===== src/rtl/fifo_wrptr_ctrl.sv =====
// Write-side pointer and flag controller for an asynchronous FIFO.
// Holds the binary write pointer and publishes it in Gray code to the read
// domain. Full, almost-full and occupancy are computed against the read
// pointer, which has already been synchronized into clk.
module fifo_wrptr_ctrl #(
  parameter int ADDRWIDTH    = 3,
  parameter int AFULL_THRESH = 6
) (
  input  logic                 clk,
  input  logic                 arstn,
  input  logic                 srstn,
  input  logic                 we,
  input  logic [ADDRWIDTH:0]   rd_ptr_gray_sync,
  output logic [ADDRWIDTH:0]   wr_ptr_gray,
  output logic [ADDRWIDTH-1:0] mem_waddr,
  output logic                 mem_we,
  output logic                 full,
  output logic                 afull,
  output logic                 wr_ack,
  output logic                 overflow,
  output logic [ADDRWIDTH:0]   wr_cnt
);

  localparam int PW = ADDRWIDTH + 1;
  // The two pointer MSBs differ exactly when the write side is one lap ahead.
  localparam logic [PW-1:0] FULL_FLIP = PW'(3) << (PW - 2);
  localparam logic [PW-1:0] AFULL_T   = PW'(AFULL_THRESH);

  logic [PW-1:0] wr_bin;
  logic [PW-1:0] wr_bin_next;
  logic [PW-1:0] wr_gray_next;
  logic [PW-1:0] rd_bin;
  logic [PW-1:0] occ_next;
  logic          accept;

  // Writes are never accepted while either reset is asserted.
  assign accept       = we & ~full & srstn & arstn;
  assign mem_we       = accept;
  assign mem_waddr    = wr_bin[ADDRWIDTH-1:0];
  assign wr_bin_next  = wr_bin + {{ADDRWIDTH{1'b0}}, accept};
  assign wr_gray_next = wr_bin_next ^ (wr_bin_next >> 1);
  assign occ_next     = wr_bin_next - rd_bin;

  // Gray to binary: each binary bit is the XOR of all Gray bits at or above it.
  always_comb begin
    rd_bin = '0;
    for (int i = 0; i < PW; i++) begin
      rd_bin[i] = ^(rd_ptr_gray_sync >> i);
    end
  end

  // Pointer, flag and pulse registers, re-evaluated every cycle.
  always_ff @(posedge clk or negedge arstn) begin
    if (!arstn) begin
      wr_bin      <= '0;
      wr_ptr_gray <= '0;
      full        <= 1'b0;
      afull       <= 1'b0;
      wr_ack      <= 1'b0;
      overflow    <= 1'b0;
      wr_cnt      <= '0;
    end else if (!srstn) begin
      wr_bin      <= '0;
      wr_ptr_gray <= '0;
      full        <= 1'b0;
      afull       <= 1'b0;
      wr_ack      <= 1'b0;
      overflow    <= 1'b0;
      wr_cnt      <= '0;
    end else begin
      wr_bin      <= wr_bin_next;
      wr_ptr_gray <= wr_gray_next;
      full        <= (wr_gray_next == (rd_ptr_gray_sync ^ FULL_FLIP));
      afull       <= (occ_next >= AFULL_T);
      wr_ack      <= accept;
      overflow    <= we & full;
      wr_cnt      <= occ_next;
    end
  end

endmodule


===== config.mk =====
export PLATFORM = sky130hd
export DESIGN_NAME = fifo_wrptr_ctrl
export DESIGN_NICKNAME = d
export VERILOG_FILES = /design/src/rtl/fifo_wrptr_ctrl.sv
export SDC_FILE = /design/constraint.sdc
export NUM_CORES = 1
export LEC_CHECK = 0
export BUFFER_PORTS_ARGS = -buffer_cell sky130_fd_sc_hd__buf_2
export CAP_MARGIN = 0
export CELL_PAD_IN_SITES_DETAIL_PLACEMENT = 1
export CELL_PAD_IN_SITES_GLOBAL_PLACEMENT = 1
export CORE_ASPECT_RATIO = 1.75
export CORE_MARGIN = 4
export CORE_UTILIZATION = 23
export DETAILED_ROUTE_END_ITERATION = 16
export GPL_TIMING_DRIVEN = 0
export HOLD_SLACK_MARGIN = 0.15
export PLACE_DENSITY = 0.52
export REMOVE_ABC_BUFFERS = 1
export SLEW_MARGIN = 20
export SYNTH_ARGS = -nofsm -noshare
export SYNTH_HDL_FRONTEND = slang
export SYNTH_SLANG_ARGS = --single-unit

===== constraint.sdc =====
create_clock -name clk -period 2.2 [get_ports clk]
set_input_delay 0.44 -clock clk [delete_from_list [all_inputs] [get_ports clk]]
set_output_delay 0.44 -clock clk [all_outputs]
set_load 0.01 [all_outputs]

==> results.cfg, run 1 <==
[floorplan]
dieArea_um2 = 4420
die_w_um = 52.0
rows = 27
io_pins = 24
die_h_um = 85.0
start_util_pct = 24.3
core-area_um2 = 3210

[sta]
fin_tns_setup_ns = 0
setup_viol = 0
timing.final.crit_share_pct = 96.8
tightestPinTransition_ns = 0.701
setup_slack_ns = 0.0714
finalHoldViolations = 0
final-max-slew-violation-count = 0
skew_ns = 0.00513
fmax_mhz = 470
min_period_ns = 2.13
maxSlewHeadroom_pct = 53.1

[status]
status = completed

[detailed_routing]
ant_nets = 0
post_drt_via_cell_ratio = 4.13
wl_per_cell_um = 12.8
drtIter0Drc = 6
drc = 0
drt_first_pass_iters = 4
vias = 566
finalWirelength_um = 1760

[power]
leakagePower_nw = 0.569
power.density_nw_per_um2 = 600
power_w = 0.000681
ir_drop_mv = 0.203
clockPowerShare_pct = 32.5
netSwitchingPower_w = 0.000178
p_int_w = 0.000503
combPwrFrac_pct = 23.2
power.share.switching_pct = 26.1
power_frac_seq_pct = 44.3

[setup_path]
arrival_ns = 2.26
slowest_delay_ns = 0.35
cp_max_fo = 3
cp-start-kind = flop
crit_chain = and4b_2 -> ha_4 -> ha_4 -> xor2_4 -> ha_4 -> nand2_2 -> o21ai_1 -> xor3_1 -> o21a_1
path_common_cell = ha_4
slowest_stage = dfrtp_1
crit_type = reg -> reg
worst_setup_path_end_kind = flop
worstPathRequired_ns = 2.33

[clock_tree]
cts_tree = built
clk_pin_slew_worst_paths_ns = 0.06
cts.sinks = 15
clock_latency_ns = 0.25
ctsHtreeMaxLevel = 1
cts_buffer_depth = 2
cts-buffers-inserted = 3
cts-root-buf = clkbuf_8

[finish]
antenna_cells = 0
drive_above_1_share_pct = 48.9
final_common_cell = buf_2
final_cell_mix = 21 x buf_2, 15 x dfrtp_1, 6 x and2_1
multi_input_comb_area_um2 = 474
n_fill_cell = 362
regArea_um2 = 375
fin_nets = 109
area_growth_pct = 45.6

[global_route]
antenna_found_initial = 0
grt_max_degree = 17
gr-total-overflow = 0
first_global_vias = 620
grtUsageTotal_pct = 9.21
grt_first_pass_wirelength_um = 2930

[placement]
portBuffers = 23
dp_slack_ns = -0.737
gp_congestion = 0.740
dp.final_hpwl_um = 1320

[yosys]
synth_top_area_share_pct = 48.2
synthCells = 62
synthesis.area_um2 = 779
synth.avg_cell_area_um2 = 12.6
ys_ff_latch = 15
ys_seq_area_share_pct = 48.2
yosysTopAreaCell = dfrtp_1
synth.area.top_cells = dfrtp_1 48%, ha_1 8.0%, xnor2_1 6.7%, and2_1 4.8%, xor2_1 4.5%
yosysUniqueCellTypes = 22
yosys_warnings = 0

[worst_hold_path]
hp-class = in -> reg

[flow_run]
maxCapViolCount = 0
-- final timing paths --
check	startpoint	end	slack (ns)	depth (start not counted)
worst max-delay path	full	afull	0.07	9
worst min-delay path	srstn	afull	0.46	2
worst max register to register	full	afull	0.07	9
worst min register to register	full	overflow	0.64	2
max in group asynchronous	arstn	wr_ptr_gray[2]	0.98	2
min in group asynchronous	arstn	overflow	0.77	2
-- routing by layer --
| layer | part of all wire (%) | vias to the layer above | GRT usage, % |
|---|---|---|---|
| li1 | - | 267 | - |
| met1 | 35 | 280 | 8.71 |
| met2 | 58 | 14 | 17.1 |
| met3 | 2.8 | 5 | 0.703 |
| met4 | 3.7 | 0 | 7.16 |
| met5 | 0 | - | 0 |
-- worst max-delay path: cells and delay by family (launching register included) --
family / cells / cell delay, ns
xor gates and xnor gates: 2 / 0.42
AOI/OAI and AO/OA: 2 / 0.32
DFF: 1 / 0.35
adders and majority gates: 3 / 0.65
and+or+nand+nor: 2 / 0.30
-- flip-flops by register name, summed over array words and instances (netlist names) --
register,cells
afull,1
full,1
overflow,1
wr_ack,1
wr_bin,4
wr_cnt,4
wr_ptr_gray,3
-- power by group through the flow --
stage           logic, W  registers (W)  clock network, W
2_1_floorplan  0.0000722       0.000318                 0
3_3_place_gp    0.000138       0.000305                 0
3_5_place_dp    0.000141       0.000307                 0
4_1_cts         0.000157       0.000302          0.000227
5_1_grt         0.000183       0.000304          0.000238
6_report        0.000158       0.000302          0.000221
-- cells in the mapped netlist --
master,n
xor2_1,4
o21a_1,1
or3_1,1
nand3_1,1
ha_1,5
xor3_1,1
a211oi_2,1
and3_1,1
nand2_1,2
a21oi_1,1
inv_1,3
fa_1,1
o21ai_0,1
xnor2_1,6
nor2b_1,4
and2_2,2
xor2_2,2
clkbuf_1,1
nand3_2,1
and4b_1,2
and2_1,6
dfrtp_1,15
-- area by class of cell --
class,count,share of cell area (%)
repair buffers,29,15.4
inverters,3,0.992
multi-input cells,43,41.8
flip-flops and latches,15,33.1
clock buffers,4,3.97
well taps,43,4.74
-- metrics by stage --
step,util (%),instances,area (µm²),hold slack (ns)
final,35.4,137,1130,0.462
after global routing,35.4,137,1130,0.475
after CTS,34.2,136,1100,0.460
after detailed placement,29.4,127,945,0.375
after global placement,29.4,127,945,0.366
after floorplan,-,61,776,0.144
-- logic make-up (layout without fill, tap and decap cells) --
logic type | Yosys count | in the layout | synth area share, %
fa+ha+maj | 6 | 6 | 10.6
flops | 15 | 15 | 48.2
xor+xnor | 13 | 13 | 18.5
simple gates | 20 | 20 | 17.0
buf+inv | 4 | 36 | 1.93
compound gates | 4 | 4 | 3.85
-- timing repair --
action	CTS	global route
gates resized for setup	13	5
pin swaps	8	2
buffers inserted	4	1
hold buffers	1	0
setup endpoints to repair	4	3
endpoints found under the hold margin	15	0
Note: power is estimated with default switching activity, not from simulation.
==> inputs of run 2 (changes only) <==
--- a/config.mk
+++ b/config.mk
@@ -15,7 +15,7 @@
 export DETAILED_ROUTE_END_ITERATION = 16
 export GPL_TIMING_DRIVEN = 0
 export HOLD_SLACK_MARGIN = 0.15
-export PLACE_DENSITY = 0.52
+export PLACE_DENSITY = 0.51
 export REMOVE_ABC_BUFFERS = 1
 export SLEW_MARGIN = 20
 export SYNTH_ARGS = -nofsm -noshare
==> constraint.sdc (replaced) <==
create_clock -name clk -period 2.3 [get_ports clk]
set_input_delay 0.46 -clock clk [delete_from_list [all_inputs] [get_ports clk]]
set_output_delay 0.46 -clock clk [all_outputs]
set_load 0.01 [all_outputs]
==> results.cfg, run 2 (synthesis gave the netlist of run 1 again) <==
[setup_path]
reg2reg_depth = 8
worstPathRequired_ns = 2.44
cp_max_fo = 4
cp-start-kind = flop
arrival_ns = 2.33
crit_type = reg -> reg
slowest_stage = fa_1
path_common_cell = ha_4
slowest_delay_ns = 0.43
reg2reg_from = full
crit_chain = and4b_2 -> ha_4 -> ha_4 -> inv_1 -> fa_1 -> xnor2_1 -> nor2b_1 -> o21a_1
worst_setup_path_end_kind = flop
cpLargestDelayFamily = adder cells
reg2reg_setup_slack_ns = 0.11
crit_buf_inv = 1
r2r_end = afull

[detailed_routing]
finalWirelength_um = 1650
drc = 0
drtIter0Drc = 2
ant_nets = 0
vias = 549
post_drt_via_cell_ratio = 4.07
wl_per_cell_um = 12.2
drt_first_pass_iters = 3

[power]
ir_drop_mv = 0.186
power.density_nw_per_um2 = 584
leakagePower_nw = 0.556

[sta]
finalHoldViolations = 0
maxSlewHeadroom_pct = 54.4
setup_viol = 0
tightestPinTransition_ns = 0.682
rsz0062_at_grt = false
skew_ns = 0.00196
final-max-slew-violation-count = 0
min_period_ns = 2.19
holdWs_ns = 0.506
fmax_mhz = 456
timing.final.crit_share_pct = 95.3

[floorplan]
start_util_pct = 24.3
dieArea_um2 = 4420
die_w_um = 52.0
rows = 27
io_pins = 24
core-area_um2 = 3210
die_h_um = 85.0

[clock_tree]
cts-buffers-inserted = 3
cts_tree = built
clk_pin_slew_worst_paths_ns = 0.06
cts_buffer_depth = 2
cts-root-buf = clkbuf_8
ctsHtreeMaxLevel = 1
clock_latency_ns = 0.24
cts.sinks = 15

[placement]
dp.cells = 127
gp_congestion = 0.717
portBuffers = 23
dp.final_hpwl_um = 1290

[flow_run]
maxCapViolCount = 0

[global_route]
grt_first_pass_wirelength_um = 2730
grtUsageTotal_pct = 8.43
first_global_vias = 618
grt_max_degree = 17
gr-total-overflow = 0
antenna_found_initial = 0

[finish]
area_growth_pct = 41.1
finalNonFillerCells = 135
multi_input_comb_area_um2 = 458
n_fill_cell = 374
reg.largest.list = wr_bin x4, wr_cnt x4, wr_ptr_gray x3
drive_above_1_share_pct = 45.7
fin_nets = 107
final_common_cell = buf_2
finish.utilization_pct = 34.3
final_cell_mix = 21 x buf_2, 15 x dfrtp_1, 6 x and2_1
regArea_um2 = 375
antenna_cells = 0

[status]
status = completed

[worst_hold_path]
hp-class = in -> reg
min_path_cells = 2
min_to = overflow
hp-start = we
==> run 2: cell types whose count changed in the layout (fill, tap and decap cells not counted) <==
cell,before,now
buf_6,2,1
fa_2,1,0
buf_4,5,4
xnor2_2,0,1
fa_1,0,1
nand2_1,1,2
xnor2_4,1,0
nand2_2,1,0
==> run 2: worst max-delay path by stage <==
stage / end / depth (start not counted) / startpoint / slack [ns]
floorplan: afull / 9 / arstn / -0.11
global placement: afull / 10 / arstn / -0.60
detailed placement: afull / 10 / arstn / -0.63
CTS: afull / 9 / full / -0.08
global route: afull / 9 / full / 0.004
finish: afull / 8 / full / 0.11
==> run 2: metrics by stage <==
stage | setup WS (ns) | total power, W | instance area, µm² | TNS (ns)
3_5_place_dp | -0.631 | 0.000427 | 945 | -1.96
2_1_floorplan | -0.113 | 0.000373 | 776 | -0.201
3_3_place_gp | -0.600 | 0.000425 | 945 | -1.83
6_report | 0.109 | 0.000642 | 1100 | 0
4_1_cts | -0.0824 | 0.000653 | 1080 | -0.135
5_1_grt | 0.00393 | 0.000683 | 1100 | 0
==> run 2: where the power goes <==
part	total (W)	switching (W)	internal [W]
logic	0.000145	0.0000741	0.0000711
registers	0.000288	0.00000531	0.000283
clock network	0.000209	0.0000861	0.000122
==> run 2: metal layers <==
layer	share of wire [%]	track usage (%)	routed length (µm)
met1	32	7.51	530
met2	60	15.6	991
met3	4.7	1.58	78
met4	3.1	6.44	52
met5	0	0	0
==> run 2: repair_timing <==
action	CTS	global route
setup buffers	3	0
pin swaps	7	1
cloned	0	0
endpoints found under the hold margin	15	0
gates resized for setup	11	3
setup endpoints to repair	4	2
hold buffers	1	0
==> run 2: worst reg2reg max path: stages, from the launching register on <==
cell	delay (ns)
dfrtp_1	0.38
and4b_2	0.27
ha_4	0.18
ha_4	0.29
inv_1	0.08
fa_1	0.43
xnor2_1	0.15
nor2b_1	0.13
o21a_1	0.17
==> run 2: cell type report <==
type	count	share of cell area, %
clock buffers	4	4.10
inverters	3	1.02
multi-input cells	43	41.6
flip-flops and latches	15	34.1
well taps	43	4.89
repair buffers	27	14.2
